### src/rtl/pool_sequencer_pkg.sv
// Shared types and defaults for the max-pooling sequencer and the pooler top.
package pool_sequencer_pkg;

  typedef enum logic [1:0] {
    IDLE = 2'd0,
    RUN  = 2'd1,
    DONE = 2'd2
  } state_t;

  localparam logic [1:0] SEL_FLOOR  = 2'b00;
  localparam logic [1:0] SEL_RUNMAX = 2'b01;
  localparam logic [1:0] SEL_SHIFT  = 2'b10;

  localparam int DEF_M = 12;
  localparam int DEF_P = 3;

endpackage

### src/rtl/pool_sequencer_if.sv
// Control bundle between the pooling sequencer (master) and the datapath/stimulus side (slave).
interface pool_sequencer_if;

  logic       ce;
  logic       start;
  logic [1:0] sel;
  logic       rst_m;
  logic       load_sr;
  logic       global_rst;
  logic       valid_op;
  logic       end_op;
  logic       busy;

  modport master (
    input  ce, start,
    output sel, rst_m, load_sr, global_rst, valid_op, end_op, busy
  );

  modport slave (
    output ce, start,
    input  sel, rst_m, load_sr, global_rst, valid_op, end_op, busy
  );

endinterface

### src/rtl/pool_win_counter.sv
// Mod-P position counter, kept as a down-counter of pixels remaining in the window.
module pool_win_counter #(
  parameter int P = 3
) (
  input  logic clk,
  input  logic master_rst,
  input  logic clr,
  input  logic adv,
  output logic first,
  output logic last
);

  localparam int PW = (P > 1) ? $clog2(P) : 1;

  logic [PW-1:0] remain;

  // NOTE: sequential state uses non-blocking assignments so every register samples pre-edge values.
  always_ff @(posedge clk) begin
    if (master_rst || clr) begin
      remain <= PW'(P - 1);
    end else if (adv) begin
      remain <= (remain == '0) ? PW'(P - 1) : remain - PW'(1);
    end
  end

  assign first = (remain == PW'(P - 1));
  assign last  = (remain == '0);

endmodule

### src/rtl/pool_sequencer.sv
// Raster-order pixel sequencer steering the streaming P x P max-pooling datapath.
module pool_sequencer
  import pool_sequencer_pkg::*;
#(
  parameter int M  = DEF_M,
  parameter int P  = DEF_P,
  parameter int CW = $clog2(M)
) (
  input  logic              clk,
  input  logic              master_rst,
  pool_sequencer_if.master  bus
);

  state_t        state;
  logic [CW-1:0] col;
  logic [CW-1:0] row;
  logic          accept;
  logic          col_last;
  logic          row_last;
  logic          frame_last;
  logic          win_last;
  logic          wc_first, wc_last;
  logic          wr_first, wr_last;

  assign accept     = bus.ce && (state == RUN);
  assign col_last   = (col == CW'(M - 1));
  assign row_last   = (row == CW'(M - 1));
  assign frame_last = accept && col_last && row_last;
  assign win_last   = accept && wc_last && wr_last;

  pool_win_counter #(.P(P)) u_wc (
    .clk        (clk),
    .master_rst (master_rst),
    .clr        (state != RUN),
    .adv        (accept),
    .first      (wc_first),
    .last       (wc_last)
  );

  pool_win_counter #(.P(P)) u_wr (
    .clk        (clk),
    .master_rst (master_rst),
    .clr        (state != RUN),
    .adv        (accept && col_last),
    .first      (wr_first),
    .last       (wr_last)
  );

  // Counters sit at the frame origin whenever the sequencer is not running.
  always_ff @(posedge clk) begin
    if (master_rst || (state != RUN)) begin
      col <= '0;
      row <= '0;
    end else if (accept) begin
      if (col_last) begin
        col <= '0;
        row <= row_last ? '0 : row + CW'(1);
      end else begin
        col <= col + CW'(1);
      end
    end
  end

  // Mux and shifter controls act in the same cycle as the pixel they steer.
  always_comb begin
    // NOTE: defaults first so every path assigns every output and no latch is inferred.
    bus.sel     = SEL_FLOOR;
    bus.load_sr = 1'b0;
    if (accept) begin
      if (wc_first) begin
        bus.sel = wr_first ? SEL_FLOOR : SEL_SHIFT;
      end else begin
        bus.sel = SEL_RUNMAX;
      end
      bus.load_sr = wc_last && !wr_last;
    end
  end

  always_ff @(posedge clk) begin
    if (master_rst) begin
      state          <= IDLE;
      bus.valid_op   <= 1'b0;
      bus.end_op     <= 1'b0;
      bus.busy       <= 1'b0;
      bus.rst_m      <= 1'b1;
      bus.global_rst <= 1'b1;
    end else begin
      bus.valid_op <= win_last;
      bus.end_op   <= 1'b0;
      unique case (state)
        IDLE: begin
          if (bus.start) begin
            state          <= RUN;
            bus.busy       <= 1'b1;
            bus.rst_m      <= 1'b0;
            bus.global_rst <= 1'b0;
          end
        end
        RUN: begin
          if (frame_last) begin
            state          <= DONE;
            bus.end_op     <= 1'b1;
            bus.busy       <= 1'b0;
            bus.rst_m      <= 1'b1;
            bus.global_rst <= 1'b1;
          end
        end
        DONE: begin
          if (bus.start) begin
            state          <= RUN;
            bus.busy       <= 1'b1;
            bus.rst_m      <= 1'b0;
            bus.global_rst <= 1'b0;
          end else begin
            state <= IDLE;
          end
        end
        default: begin
          state <= IDLE;
        end
      endcase
    end
  end

endmodule
### src/flat_wrapper.sv
// flat-port wrapper written by rule: the top's interface ports become plain ports
module pool_sequencer_flat import pool_sequencer_pkg::*;
#(
  parameter int M  = DEF_M,
  parameter int P  = DEF_P,
  parameter int CW = $clog2(M)
)
  (clk, master_rst, bus_ce, bus_start, bus_sel, bus_rst_m, bus_load_sr, bus_global_rst, bus_valid_op, bus_end_op, bus_busy);
  pool_sequencer_if bus_i ();
  input  logic clk;
  input  logic master_rst;
  input wire logic [$bits(bus_i.ce)-1:0] bus_ce;
  input wire logic [$bits(bus_i.start)-1:0] bus_start;
  output wire logic [$bits(bus_i.sel)-1:0] bus_sel;
  output wire logic [$bits(bus_i.rst_m)-1:0] bus_rst_m;
  output wire logic [$bits(bus_i.load_sr)-1:0] bus_load_sr;
  output wire logic [$bits(bus_i.global_rst)-1:0] bus_global_rst;
  output wire logic [$bits(bus_i.valid_op)-1:0] bus_valid_op;
  output wire logic [$bits(bus_i.end_op)-1:0] bus_end_op;
  output wire logic [$bits(bus_i.busy)-1:0] bus_busy;
  assign bus_i.ce = bus_ce;
  assign bus_i.start = bus_start;
  assign bus_sel = bus_i.sel;
  assign bus_rst_m = bus_i.rst_m;
  assign bus_load_sr = bus_i.load_sr;
  assign bus_global_rst = bus_i.global_rst;
  assign bus_valid_op = bus_i.valid_op;
  assign bus_end_op = bus_i.end_op;
  assign bus_busy = bus_i.busy;
  pool_sequencer #(.M(M), .P(P), .CW(CW)) u_core (.clk(clk), .master_rst(master_rst), .bus(bus_i));
endmodule
### config.mk
export PLATFORM = sky130hd
export DESIGN_NAME = pool_sequencer_flat
export DESIGN_NICKNAME = d
export VERILOG_FILES = /design/src/rtl/pool_sequencer_pkg.sv /design/src/rtl/pool_sequencer_if.sv /design/src/rtl/pool_win_counter.sv /design/src/rtl/pool_sequencer.sv /design/src/flat_wrapper.sv
export SDC_FILE = /design/constraint.sdc
export NUM_CORES = 1
export LEC_CHECK = 0
export CELL_PAD_IN_SITES_DETAIL_PLACEMENT = 0
export CELL_PAD_IN_SITES_GLOBAL_PLACEMENT = 1
export CORE_MARGIN = 2
export CORE_UTILIZATION = 42
export CTS_CLUSTER_SIZE = 16
export DETAILED_ROUTE_END_ITERATION = 10
export GPL_TIMING_DRIVEN = 0
export PLACE_DENSITY = 0.78
export SLEW_MARGIN = 0
export SYNTH_ARGS = -nofsm -noshare
export SYNTH_HDL_FRONTEND = slang
export SYNTH_SLANG_ARGS = --single-unit
### constraint.sdc
create_clock -name clk -period 2.2 [get_ports clk]
set_clock_uncertainty 0.15 [all_clocks]
set_input_delay 0.33 -clock clk [delete_from_list [all_inputs] [get_ports clk]]
set_output_delay 0.33 -clock clk [all_outputs]
set_load 0.05 [all_outputs]
==> flow_metrics.tcl, run 1 <==
set metrics [dict create \
    yosys-top-cells-area "dfxtp_1 43%, ha_1 10%, a21oi_1 3.6%, o21ai_0 3.0%, inv_1 2.7%" \
    yosysTopAreaCellShare 0.428 \
    cts_max_level 1 \
    p_total_mw 0.632 \
    r2r_setup_slack_ns 0.52 \
    netlist_instances 90 \
    io_buffer_count 11 \
    avgSynthCellArea_um2 9.36 \
    dieWidth_um 48.8 \
    hold_class "flop to flop" \
    yosys_warnings 0 \
    status "finished, final reports clean" \
    insertion_delay_ns 0.29 \
    dpl.hpwl_mm 1.24 \
    path_max_fanout 10 \
    min_from "u_core.bus.busy" \
    grt_usage 0.164 \
    holdWs_ns 0.338 \
    rr_worst_depth 5 \
    hold_viol_final 0 \
    layout.nets 118 \
    whs_path_depth 2 \
    cp-startpoint "u_core.state[1]" \
    peakVddDrop_mv 0.367 \
    grt_max_degree 11 \
    ys.flop_type "dfxtp_1" \
    dieArea_um2 2380 \
    cts.clk_slew.worst_paths_ns 0.10 \
    cts_buffers 3 \
    max_slew_margin 0.507 \
    nFillCells 187 \
    path_class "flop to output pin" \
    startpoint_type "flop" \
    coreArea_um2 1920 \
    detail_route.wl_per_cell_um 13.1 \
    async_reset_ff_frac 0 \
    crit_arrival_ns 1.58 \
    cts_tree "built" \
    leakage_nw 0.380 \
    syn-cell-area_um2 842 \
    r2r_start "u_core.col[0]" \
    routed_wl_mm 1.74 \
    worstPathRequired_ns 1.72 \
    maxCapViolCount 0 \
    initial_core_util 0.438 \
    area_growth_pct 22.9 \
    dieHeight_um 48.8 \
    period_minus_slack_ns 2.06 \
    drtAntennaViolNets 0 \
    cts_max_path_buffers 2 \
    drt-pass1-iter-count 4 \
    io-pin-count 12 \
    timing.fmax_mhz 484 \
    final_layout_size_suffix_gt1_frac 0.142 \
    p_per_area_nw_per_um2 611 \
    viasPerCell 5.34 \
    dr.first_iter.drc_count 16 \
    grt_pass1_vias 673 \
    yosysSeqAreaShare 0.428 \
    final-setup-viol-count 0 \
    gp_congestion 0.779 \
    endpoint_kind "output pin" \
    hold_buffers 0 \
    overflow 0 \
    synth_top_area_cell "dfxtp_1" \
    hold_path_end "u_core.bus.busy" \
    tightest_slew_ns 0.738 \
    grt_pass1_wl_mm 3.06 \
    antenna_found_initial 0 \
    rsz0062_at_grt "no" \
    syn_nets 101 \
    drv_slew 0 \
    finalCritPeriodShare 0.938 \
    fin_tns_setup_ns 0 \
    postLayoutCoreUtil 0.538 \
    synth_cell_types 30 \
    cts_num_sinks 18 \
    drc 0 \
    synth-seq-cells 18 \
    reg2reg_to "u_core.col[3]" \
    num_vias 710 \
    core.rowCount 16 \
    synth_edf_count 0 \
    antenna_cells 0 \
    cts_root_buffer "clkbuf_4" \
]
## registers in the layout (all words and copies together) (netlist names)
register	flops
u_core.bus.busy	1
u_core.bus.end_op	1
u_core.bus.rst_m	1
u_core.bus.valid_op	1
u_core.col	4
u_core.row	4
u_core.state	2
u_core.u_wc.remain	2
u_core.u_wr.remain	2
## routing by layer
metal | up-vias | share of wire | wire length (µm) | global-route usage
li1 | 363 | - | - | -
met1 | 333 | 0.51 | 893 | 0.223
met2 | 12 | 0.44 | 769 | 0.249
met3 | 2 | 0.036 | 62 | 0.0368
met4 | 0 | 0.0081 | 14 | 0.0762
met5 | - | 0 | 0 | 0
## cell usage after synthesis, drive strengths merged, types with 2 or more instances
library cell,count
a211oi,2
a21oi,6
and3b,2
buf,3
clkbuf,3
dfxtp,18
ha,7
inv,6
nand2,2
nand2b,2
nand3,4
nand3b,3
nor2,3
nor3,2
nor3b,3
nor4,2
o21ai,6
o221a,2
o22ai,2
o31ai,2
or4,3
## area by class of cell
cell class,count,area (µm²),area share
buffer,5,31.3,0.0302
inverter,6,22.5,0.0218
multi-input combinational,60,435,0.421
clock buffer,4,36.3,0.0351
sequential,18,360,0.348
timing repair buffer,13,115,0.111
tap,27,33.8,0.0326
## cells by family (layout without fill, tap and decap cells)
group | count (synthesis) | in the layout | share of synthesized area
and+or+nand+nor | 29 | 29 | 0.217
AOI/OAI and AO/OA | 23 | 23 | 0.180
DFF | 18 | 18 | 0.428
buffers and inverters | 12 | 28 | 0.0609
adders and majority gates | 7 | 7 | 0.104
xor gates and xnor gates | 1 | 1 | 0.0104
## power by group
part,switching [mW],internal (mW),leakage [nW]
combinational,0.0523,0.0350,0.213
sequential,0.00680,0.335,0.146
clock,0.103,0.101,0.0210
## worst max-delay path, stage by stage (launching register included)
cell      delay [ns]
dfxtp_1         0.34
nand3b_1        0.22
buf_6           0.16
buf_2           0.18
nor3b_2         0.20
buf_6           0.18
## worst max-delay path by stage
stage                       endpoint  slack (ns)  cells after the start
after global placement    bus_sel[1]       -0.78                      6
after detailed placement  bus_sel[1]       -0.79                      6
after global routing      bus_sel[1]        0.01                      5
final                     bus_sel[1]        0.14                      5
after CTS                 bus_sel[1]        0.02                      5
after floorplan           bus_sel[1]        0.21                      4
## layout by cell type, fill, tap and decap left out, types with 2 or more instances in the layout
master and instances:
a211oi_1 2, a21oi_1 6, and3b_1 2, buf_2 3, buf_4 3, buf_6 2
clkbuf_1 2, clkbuf_4 3, clkdlybuf4s50_1 7, dfxtp_1 18, ha_1 7, inv_1 6
nand2_1 2, nand2b_1 2, nand3_1 4, nand3b_1 3, nor2_1 3, nor3_1 2
nor3b_1 2, nor4_1 2, o21ai_0 5, o221a_2 2, o22ai_1 2, o31ai_1 2
or4_1 3
## what timing repair did
| item | 4_1_cts | 5_1_grt |
|---|---|---|
| pin swaps | 1 | 1 |
| resized for setup | 18 | 3 |
| buffers inserted | 0 | 2 |
| endpoints found under the setup margin | 3 | 3 |
## metrics by stage
stage / setup WS (ns) / instance area, µm² / cells
floorplan: 0.208 / 847 / 90
global placement: -0.777 / 991 / 128
detailed placement: -0.791 / 991 / 128
CTS: 0.0238 / 1020 / 132
global route: 0.0138 / 1030 / 133
finish: 0.136 / 1030 / 133
Note: power is estimated with default switching activity, not from simulation.
==> run 2, diff against run 1 <==
--- a/config.mk
+++ b/config.mk
@@ -9,7 +9,7 @@
 export CELL_PAD_IN_SITES_GLOBAL_PLACEMENT = 1
 export CORE_MARGIN = 2
 export CORE_UTILIZATION = 42
-export CTS_CLUSTER_SIZE = 16
+export CTS_CLUSTER_SIZE = 12
 export DETAILED_ROUTE_END_ITERATION = 10
 export GPL_TIMING_DRIVEN = 0
 export PLACE_DENSITY = 0.78
==> results of run 2 <==
Same layout as run 1: the final DEF is identical, and so are final timing and power.
==> run 3, diff against run 2 <==
--- a/config.mk
+++ b/config.mk
@@ -13,6 +13,7 @@
 export DETAILED_ROUTE_END_ITERATION = 10
 export GPL_TIMING_DRIVEN = 0
 export PLACE_DENSITY = 0.78
+export SETUP_SLACK_MARGIN = 0.15
 export SLEW_MARGIN = 0
 export SYNTH_ARGS = -nofsm -noshare
 export SYNTH_HDL_FRONTEND = slang
==> run 3 against run 2 <==
Global-route usage increased by 0.20 points. Setup slack better by 0.10 ns. Register-to-register slack got worse by 0.02 ns. Critical path depth unchanged. Sequential power about the same. Via count rose by 3.9%. Wire length grew 3.0%. Sequential cell count unchanged. Maximum frequency grew 5.3%. Combinational power up 6.4%. Cell count increased by 1.5%.
==> flow_metrics.tcl, run 3 (same netlist as run 1, synthesis figures left out) <==
set metrics [dict create \
    status "finished, final reports clean" \
    path_max_fanout 10 \
    p_per_area_nw_per_um2 604 \
    cp-startpoint "u_core.state[1]" \
    num_vias 738 \
    insertion_delay_ns 0.29 \
    worstPathRequired_ns 1.72 \
    routed_wl_mm 1.79 \
    path_class "flop to output pin" \
    fin_tns_setup_ns 0 \
    antenna_found_initial 0 \
    dr.first_iter.drc_count 16 \
    drtAntennaViolNets 0 \
    cts_num_sinks 18 \
    startpoint_type "flop" \
    peakVddDrop_mv 0.370 \
    dieArea_um2 2380 \
    overflow 0 \
    initial_core_util 0.438 \
    drt-pass1-iter-count 4 \
    nFillCells 184 \
    hold_buffers 0 \
    grt_usage 0.166 \
    layout_commonest_cell "dfxtp_1" \
    cts_tree "built" \
    layout_setup_ws_ns 0.239 \
    drc 0 \
    power_switching_mw 0.166 \
    antenna_cells 0 \
    max_slew_margin 0.525 \
    layout.cells.non_filler 135 \
    dpl.hpwl_mm 1.24 \
    finalCritPeriodShare 0.891 \
    postLayoutCoreUtil 0.552 \
    busiest_layer "met2" \
    detail_route.wl_per_cell_um 13.3 \
    swShare 0.260 \
    grt_pass1_vias 668 \
    holdWs_ns 0.340 \
    min_from "u_core.bus.busy" \
    p_int_mw 0.475 \
    crit_arrival_ns 1.48 \
    viasPerCell 5.47 \
    hold_class "flop to flop" \
    p_comb_frac 0.145 \
    hold_viol_final 0 \
    io-pin-count 12 \
    p_total_mw 0.641 \
    place_area_um2 991 \
    final_cell_area_um2 1060 \
    period_minus_slack_ns 1.96 \
    r2r_start "u_core.col[0]" \
    grt_max_degree 11 \
    cts_root_buffer "clkbuf_4" \
    grtUsageMet1 0.229 \
    leakage_nw 0.395 \
    cts_buffers 3 \
    dieWidth_um 48.8 \
    cts_max_path_buffers 2 \
    tightest_slew_ns 0.710 \
    pwr-share-clk 0.321 \
    rsz0062_at_grt "no" \
    gp_congestion 0.779 \
    largestRegisters "u_core.col x4, u_core.row x4" \
    cts_max_level 1 \
    cts.clk_slew.worst_paths_ns 0.11 \
    io_buffer_count 11 \
    coreArea_um2 1920 \
    area_growth_pct 26.0 \
    drv_slew 0 \
    layout_common_cells "16 x dfxtp_1, 7 x ha_1, 6 x inv_1, 6 x a21oi_1, 6 x clkdlybuf4s50_1" \
    final_layout_size_suffix_gt1_frac 0.176 \
    met2_usage 0.251 \
    grt_pass1_wl_mm 3.08 \
    maxCapViolCount 0 \
    layout.nets 120 \
    place_inst 128 \
    core.rowCount 16 \
    final-setup-viol-count 0 \
    met3_usage 0.0368 \
    timing.fmax_mhz 510 \
    dieHeight_um 48.8 \
    endpoint_kind "output pin" \
    place_ws_ns -0.791 \
    power_frac_seq 0.534 \
]
[run 3: changes by cell type in the layout (fill, tap and decap cells not counted), sizes merged]
| cell | before | now |
|---|---|---|
| clkbuf | 6 | 7 |
| buf | 8 | 9 |
| clkdlybuf4s50 | 7 | 6 |
| dlygate4sd2 | 1 | 2 |
[run 3: worst paths after layout]
kind	endpoint	slack [ns]	depth (start not counted)
setup / recovery	bus_sel[1]	0.24	5
hold / removal	u_core.bus.busy	0.34	2
setup reg to reg	u_core.row[2]	0.50	5
hold reg to reg	u_core.bus.busy	0.34	2
[run 3: area by class of cell]
type,count,area (µm²),area share
Buffer,6,42.5,0.0401
Clock buffer,4,36.3,0.0342
Inverter,6,22.5,0.0212
Multi-Input combinational cell,60,442,0.416
Sequential cell,18,363,0.342
Tap cell,27,33.8,0.0318
Timing Repair Buffer,14,121,0.114
[run 3: metal layers]
layer | wire length, µm | part of all wire
met2 | 836 | 0.47
met5 | 0 | 0
met3 | 70 | 0.039
met4 | 14 | 0.0078
met1 | 870 | 0.49
[run 3: power groups by stage]
stage          Sequential (mW)  Combinational (mW)  Clock [mW]
6_report                 0.342              0.0929       0.206
5_1_grt                  0.344              0.0996       0.229
4_1_cts                  0.341              0.0847       0.210
3_5_place_dp             0.348              0.0844           0
3_3_place_gp             0.348              0.0844           0
2_1_floorplan            0.359              0.0446           0
[run 3: critical path, stage by stage, from the launching register on]
cell and delay [ns]:
dfxtp_2 0.35, nand3b_1 0.18, buf_6 0.15, buf_6 0.13, nor3b_4 0.19, buf_6 0.18
[run 3: timing repair]
item	in CTS	in global routing
setup buffers	1	2
gates resized for setup	21	7
setup endpoints to repair	4	3
endpoints found under the hold margin	0	0
pin swaps	2	1
